**config.mk**
```make
export PLATFORM = sky130hd
export DESIGN_NAME = rvv_seg_uop_sequencer
export DESIGN_NICKNAME = d
export VERILOG_FILES = /design/src/rtl/rvv_seg_uop_sequencer.sv
export SDC_FILE = /design/constraint.sdc
export NUM_CORES = 1
export LEC_CHECK = 0
export BUFFER_PORTS_ARGS = -buffer_cell sky130_fd_sc_hd__buf_2
export CORE_ASPECT_RATIO = 1.4
export CORE_MARGIN = 2
export CORE_UTILIZATION = 55
export CTS_CLUSTER_DIAMETER = 200
export DETAILED_ROUTE_END_ITERATION = 16
export GPL_TIMING_DRIVEN = 1
export PLACE_DENSITY = 0.86
export SYNTH_ARGS = -nofsm -noshare
export SYNTH_HDL_FRONTEND = slang
export SYNTH_SLANG_ARGS = --single-unit
export TNS_END_PERCENT = 50
```
**constraint.sdc**
```tcl
create_clock -name clk -period 4.7 [get_ports clk]
set_input_delay 0.47 -clock clk [delete_from_list [all_inputs] [get_ports clk]]
set_output_delay 0.47 -clock clk [all_outputs]
set_load 0.01 [all_outputs]
```
**src/rtl/rvv_seg_uop_sequencer.sv**
```systemverilog
// Segment load/store uop sequencer: expands one VLSEG/VSSEG-class instruction into
// NF x EFF_REGS per-register LSU uops, skipping registers wholly beyond vl.
module rvv_seg_uop_sequencer #(
    parameter int VLENB = 16,
    parameter int VLW   = 8
) (
    input  logic           clk,
    input  logic           rst,
    input  logic           flush,
    input  logic           inst_valid,
    output logic           inst_ready,
    input  logic [4:0]     inst_vd,
    input  logic [2:0]     inst_nf,
    input  logic [1:0]     inst_eew,
    input  logic [1:0]     inst_emul,
    input  logic [VLW-1:0] inst_vl,
    input  logic           inst_is_store,
    output logic           inst_illegal,
    output logic           uop_valid,
    input  logic           uop_ready,
    output logic [4:0]     uop_vd,
    output logic [2:0]     uop_field,
    output logic [VLW-1:0] uop_elem_start,
    output logic [VLW-1:0] uop_elem_cnt,
    output logic           uop_is_store,
    output logic           uop_last,
    output logic           busy
);

    localparam int LOG2_VLENB = $clog2(VLENB);
    localparam int CW         = VLW + 1;

    typedef enum logic {IDLE, ISSUE} state_e;

    function automatic logic [VLW-1:0] sat_cnt(input logic [VLW-1:0] vl,
                                               input logic [VLW-1:0] start,
                                               input logic [VLW-1:0] epr);
        logic [VLW-1:0] rem;
        rem = vl - start;
        return (rem < epr) ? rem : epr;
    endfunction

    // Legality guarantees the register index stays below 32, so 5-bit wrap never occurs.
    function automatic logic [4:0] reg_idx(input logic [4:0] vd, input logic [2:0] f,
                                           input logic [3:0] emuln, input logic [2:0] r);
        return vd + ({2'b00, f} * {1'b0, emuln}) + {2'b00, r};
    endfunction

    function automatic logic [VLW-1:0] elem_start(input logic [2:0] r,
                                                  input logic [VLW-1:0] epr);
        return {{(VLW-3){1'b0}}, r} * epr;
    endfunction

    // Decode of the offered instruction
    logic [3:0]     in_emuln;
    logic [VLW-1:0] in_epr;
    logic [3:0]     in_nf1;
    logic [6:0]     in_nfemul;
    logic [6:0]     in_vdend;
    logic           in_illegal;
    logic [3:0]     in_eshift;
    logic [CW-1:0]  in_ceil;
    logic [3:0]     in_eff;

    always_comb begin
        in_emuln   = 4'd1 << inst_emul;
        in_epr     = VLW'(VLENB) >> inst_eew;
        in_nf1     = {1'b0, inst_nf} + 4'd1;
        in_nfemul  = {3'b000, in_nf1} * {3'b000, in_emuln};
        in_vdend   = {2'b00, inst_vd} + in_nfemul;
        in_illegal = (inst_eew == 2'd3) || (in_nfemul > 7'd8) || (in_vdend > 7'd32);
        in_eshift  = 4'(LOG2_VLENB) - {2'b00, inst_eew};
        in_ceil    = ({1'b0, inst_vl} + {1'b0, in_epr} - CW'(1)) >> in_eshift;
        in_eff     = (in_ceil < CW'(in_emuln)) ? in_ceil[3:0] : in_emuln;
    end

    state_e         state_q, state_d;
    logic [4:0]     vd_q, vd_d;
    logic [2:0]     nf_q, nf_d;
    logic [3:0]     emuln_q, emuln_d;
    logic [VLW-1:0] epr_q, epr_d;
    logic [VLW-1:0] vl_q, vl_d;
    logic [3:0]     eff_q, eff_d;
    logic [2:0]     f_q, f_d;
    logic [2:0]     r_q, r_d;
    logic           valid_q, valid_d;
    logic           illegal_q, illegal_d;
    logic [4:0]     uvd_q, uvd_d;
    logic [VLW-1:0] ustart_q, ustart_d;
    logic [VLW-1:0] ucnt_q, ucnt_d;
    logic           ustore_q, ustore_d;
    logic           ulast_q, ulast_d;

    logic           wrap;
    logic [2:0]     fn, rn;

    always_comb begin
        state_d   = state_q;
        vd_d      = vd_q;
        nf_d      = nf_q;
        emuln_d   = emuln_q;
        epr_d     = epr_q;
        vl_d      = vl_q;
        eff_d     = eff_q;
        f_d       = f_q;
        r_d       = r_q;
        valid_d   = valid_q;
        illegal_d = 1'b0;
        uvd_d     = uvd_q;
        ustart_d  = ustart_q;
        ucnt_d    = ucnt_q;
        ustore_d  = ustore_q;
        ulast_d   = ulast_q;

        wrap = ({1'b0, r_q} == (eff_q - 4'd1));
        fn   = wrap ? (f_q + 3'd1) : f_q;
        rn   = wrap ? 3'd0 : (r_q + 3'd1);

        if (flush) begin
            state_d  = IDLE;
            valid_d  = 1'b0;
            f_d      = '0;
            r_d      = '0;
            uvd_d    = '0;
            ustart_d = '0;
            ucnt_d   = '0;
            ustore_d = 1'b0;
            ulast_d  = 1'b0;
        end else begin
            case (state_q)
                IDLE: begin
                    if (inst_valid) begin
                        if (in_illegal) begin
                            illegal_d = 1'b1;
                        end else if (inst_vl != '0) begin
                            state_d  = ISSUE;
                            vd_d     = inst_vd;
                            nf_d     = inst_nf;
                            emuln_d  = in_emuln;
                            epr_d    = in_epr;
                            vl_d     = inst_vl;
                            eff_d    = in_eff;
                            f_d      = '0;
                            r_d      = '0;
                            valid_d  = 1'b1;
                            uvd_d    = inst_vd;
                            ustart_d = '0;
                            ucnt_d   = sat_cnt(inst_vl, '0, in_epr);
                            ustore_d = inst_is_store;
                            ulast_d  = (inst_nf == 3'd0) && (in_eff == 4'd1);
                        end
                    end
                end
                ISSUE: begin
                    if (uop_ready) begin
                        if (ulast_q) begin
                            state_d  = IDLE;
                            valid_d  = 1'b0;
                            f_d      = '0;
                            r_d      = '0;
                            uvd_d    = '0;
                            ustart_d = '0;
                            ucnt_d   = '0;
                            ustore_d = 1'b0;
                            ulast_d  = 1'b0;
                        end else begin
                            f_d      = fn;
                            r_d      = rn;
                            uvd_d    = reg_idx(vd_q, fn, emuln_q, rn);
                            ustart_d = elem_start(rn, epr_q);
                            ucnt_d   = sat_cnt(vl_q, elem_start(rn, epr_q), epr_q);
                            ulast_d  = (fn == nf_q) && ({1'b0, rn} == (eff_q - 4'd1));
                        end
                    end
                end
                default: state_d = IDLE;
            endcase
        end
    end

    always_ff @(posedge clk or posedge rst) begin
        if (rst) begin
            state_q   <= IDLE;
            vd_q      <= '0;
            nf_q      <= '0;
            emuln_q   <= '0;
            epr_q     <= '0;
            vl_q      <= '0;
            eff_q     <= '0;
            f_q       <= '0;
            r_q       <= '0;
            valid_q   <= 1'b0;
            illegal_q <= 1'b0;
            uvd_q     <= '0;
            ustart_q  <= '0;
            ucnt_q    <= '0;
            ustore_q  <= 1'b0;
            ulast_q   <= 1'b0;
        end else begin
            state_q   <= state_d;
            vd_q      <= vd_d;
            nf_q      <= nf_d;
            emuln_q   <= emuln_d;
            epr_q     <= epr_d;
            vl_q      <= vl_d;
            eff_q     <= eff_d;
            f_q       <= f_d;
            r_q       <= r_d;
            valid_q   <= valid_d;
            illegal_q <= illegal_d;
            uvd_q     <= uvd_d;
            ustart_q  <= ustart_d;
            ucnt_q    <= ucnt_d;
            ustore_q  <= ustore_d;
            ulast_q   <= ulast_d;
        end
    end

    assign inst_ready     = (state_q == IDLE);
    assign busy           = (state_q == ISSUE);
    assign inst_illegal   = illegal_q;
    assign uop_valid      = valid_q;
    assign uop_vd         = uvd_q;
    assign uop_field      = f_q;
    assign uop_elem_start = ustart_q;
    assign uop_elem_cnt   = ucnt_q;
    assign uop_is_store   = ustore_q;
    assign uop_last       = ulast_q;

endmodule

```
==> flow_summary.toml <==
[timing]
rsz0062_at_grt = "yes"
whs_ns = 0.347
max-slew-margin-rel = 0.290
skew_ns = 0.0103
maxClockFrequency_ghz = 0.202
period_needed_ns = 4.94
slew_viol_final = 0
report.final.setup_viol = 6
finalCritPeriodShare = 1.05
hold_viol = 0
setup_ws_ns = -0.240
worst_pin_slew_ns = 1.06
fin_tns_setup_ns = -1.15

[clock_network]
cts_root_buffer = "clkbuf_16"
cts_tree = "yes"
cts.reportedPaths.clkPinSlew_ns = 0.06
clock_latency_ns = 0.34
cts_max_path_buffers = 2
htree_num_levels = 3
cts.sinks = 59
numCtsBuffers = 9

[job]
maxCapViolCount = 0

[worst_setup_path]
startpoint_type = "flip-flop"
path_cells = "buf_4 -> nor3_4 -> xnor2_4 -> nor2_4 -> buf_6 -> nor2_4 -> nand2_1 -> fa_1 -> inv_1 -> ha_2 -> inv_1 -> ha_1 -> o21ai_0 -> nand2_1 -> nor2_1 -> nor2_2 -> ha_1 -> a21oi_2 -> o2111ai_4 -> mux2_4 -> a211oi_4 -> nor3_1"
worstPathArrival_ns = 5.16
cp.required_ns = 4.92
r2r_setup_slack_ns = -0.24
critPathCaptureType = "flip-flop"
crit_slowest_cell = "fa_1"
cpPeakStageDelay_ns = 0.49
crit_buf_inv = 4
cp_max_fo = 5
path_delay_family = "adder cells"
r2r_end = "uop_elem_cnt[2]$_DFFE_PP0P_"
path_depth = 22
r2r_cells = 22
regToRegStartpoint = "eff_q[0]$_DFFE_PP0P_"
critPathKind = "reg2reg"

[place]
gp_congestion = 0.921
portBuffers = 54
dp_hpwl_um = 11400

[route]
wl_um = 17600
wl_per_cell_um = 19.5
firstDrtPassIters = 7
initialDrtViolationCount = 471
via_per_inst = 6.18
vias = 5583
ant_nets = 0
drcViolationCount = 0

[synth]
synth_edf_count = 0
ys_types = 57
synthCells = 649
syn_avg_cell_area_sq_um = 8.48
synth-seq-area-share = 0.268
syn_nets = 758
synthArstFlopShare = 1.00
synthFlopType = "dfrtp_1"
syn-cell-area_sq_um = 5500
yosys_warnings = 0
ys_seq_elements = 59

[outcome]
status = "complete, but fails checks"
violations = "setup timing"

[power_and_ir_drop]
p_per_area_nw_per_um2 = 484
power_mw = 3.43
power_leakage_nw = 3.52
ir_drop_v = 0.000242

[global_routing]
gr-total-overflow = 0
groute.usage.overall = 0.311
grt_pass1_vias = 5441
antenna_found_initial = 0
grt_first_pass_wirelength_um = 26000
grt_max_degree = 60

[floorplanning]
die_h_um = 122
pin_count = 56
core_area_sq_um = 9850
num_rows = 43
die_area_sq_um = 10800
initial_core_util = 0.559
fp.dieW_um = 88.5

[final_layout]
syn2layout_area_growth_pct = 29.0
nets = 873
n_antenna_cell = 0
drive_gt1_frac = 0.280

[min_path]
hold_path.class = "in2async"
-- placed cells by master, fill, tap and decap left out, types with 18 or more instances in the layout --
cell type / n
a21oi_1: 24
buf_2: 54
buf_4: 67
dfrtp_1: 59
ha_1: 61
inv_1: 69
nand2_1: 67
nor2_1: 39
o21ai_0: 42
xnor2_1: 18
-- layout make-up --
class	count	area, sq um
clock buffers	15	288
multi-input cells	492	4020
fillers	640	2750
repair buffers	128	861
clock inverters	1	5.00
flip-flops and latches	59	1480
inverters	74	278
well taps	135	169
-- registers in the layout, indices dropped and copies added, names as in the netlist --
register	flops
uop_elem_cnt	8
vl_q	8
uop_elem_start	7
uop_vd	5
vd_q	5
eff_q	4
emuln_q	4
epr_q	4
nf_q	3
r_q	3
uop_field	3
busy	1
inst_illegal	1
uop_is_store	1
uop_last	1
uop_valid	1
-- power breakdown --
group	switching [mW]	internal (mW)	total [mW]
Combinational	1.08	0.930	2.01
Clock	0.237	0.414	0.651
Sequential	0.129	0.642	0.771
Total	1.45	1.99	3.43
-- timing repair --
action / CTS / global route
pin swaps: 19 / 19
gates resized for setup: 25 / 43
hold endpoints to repair: 0 / 0
setup buffers: 7 / 8
setup endpoints to repair: 14 / 38
hold buffers: 0 / 0
-- cells by family after synthesis --
kind of cell	share of synthesized area
AO/OA/AOI/OAI	0.187
XOR/XNOR	0.0566
adder cells (fa/ha/maj)	0.211
buffers and inverters	0.0687
flip-flops	0.268
multiplexers	0.0428
other	0.000682
AND/OR/NAND/NOR	0.166
-- synthesized netlist by cell type (16+ instances only) --
cell       n  area [sq um]
nor3_1    17          85.1
inv_1     74           278
a21oi_1   29           145
nand2_1   72           270
o21ai_0   47           235
fa_1      16           320
nor2_1    43           161
clkbuf_1  18          67.6
nor2b_1   16           100
xnor2_1   23           201
dfrtp_1   59          1480
ha_1      67           838
-- metal layers --
metal / vias to the layer above / share of wire / wire (um) / GRT usage
li1: 2469 / - / - / -
met1: 2733 / 0.37 / 6500 / 0.352
met2: 295 / 0.51 / 9070 / 0.545
met3: 86 / 0.059 / 1030 / 0.0477
met4: 0 / 0.058 / 1020 / 0.176
met5: - / 0 / 0 / 0
-- through the flow --
stage	std cells	util	setup slack, ns	cell area [sq um]
after global placement	873	0.645	-0.182	6350
final	904	0.721	-0.240	7100
after detailed placement	873	0.645	-0.382	6350
after global routing	904	0.721	-0.410	7100
after floorplan	649	-	-0.0267	5570
after CTS	896	0.694	0.00283	6830
-- worst max-delay path by stage --
stage                                    start                     endpoint
after floorplan           eff_q[0]$_DFFE_PP0P_  uop_elem_cnt[2]$_DFFE_PP0P_
after global placement    eff_q[0]$_DFFE_PP0P_  uop_elem_cnt[4]$_DFFE_PP0P_
after detailed placement            inst_nf[0]         uop_last$_DFFE_PP0P_
after CTS                 eff_q[0]$_DFFE_PP0P_  uop_elem_cnt[4]$_DFFE_PP0P_
after global routing      eff_q[0]$_DFFE_PP0P_  uop_elem_cnt[2]$_DFFE_PP0P_
final                     eff_q[0]$_DFFE_PP0P_  uop_elem_cnt[2]$_DFFE_PP0P_
-- tightest hold or removal path, cell delays in order --
cell   delay (ns)
buf_2        0.11
inv_2        0.04
buf_4        0.57
Note: power is estimated with default switching activity, not from simulation.
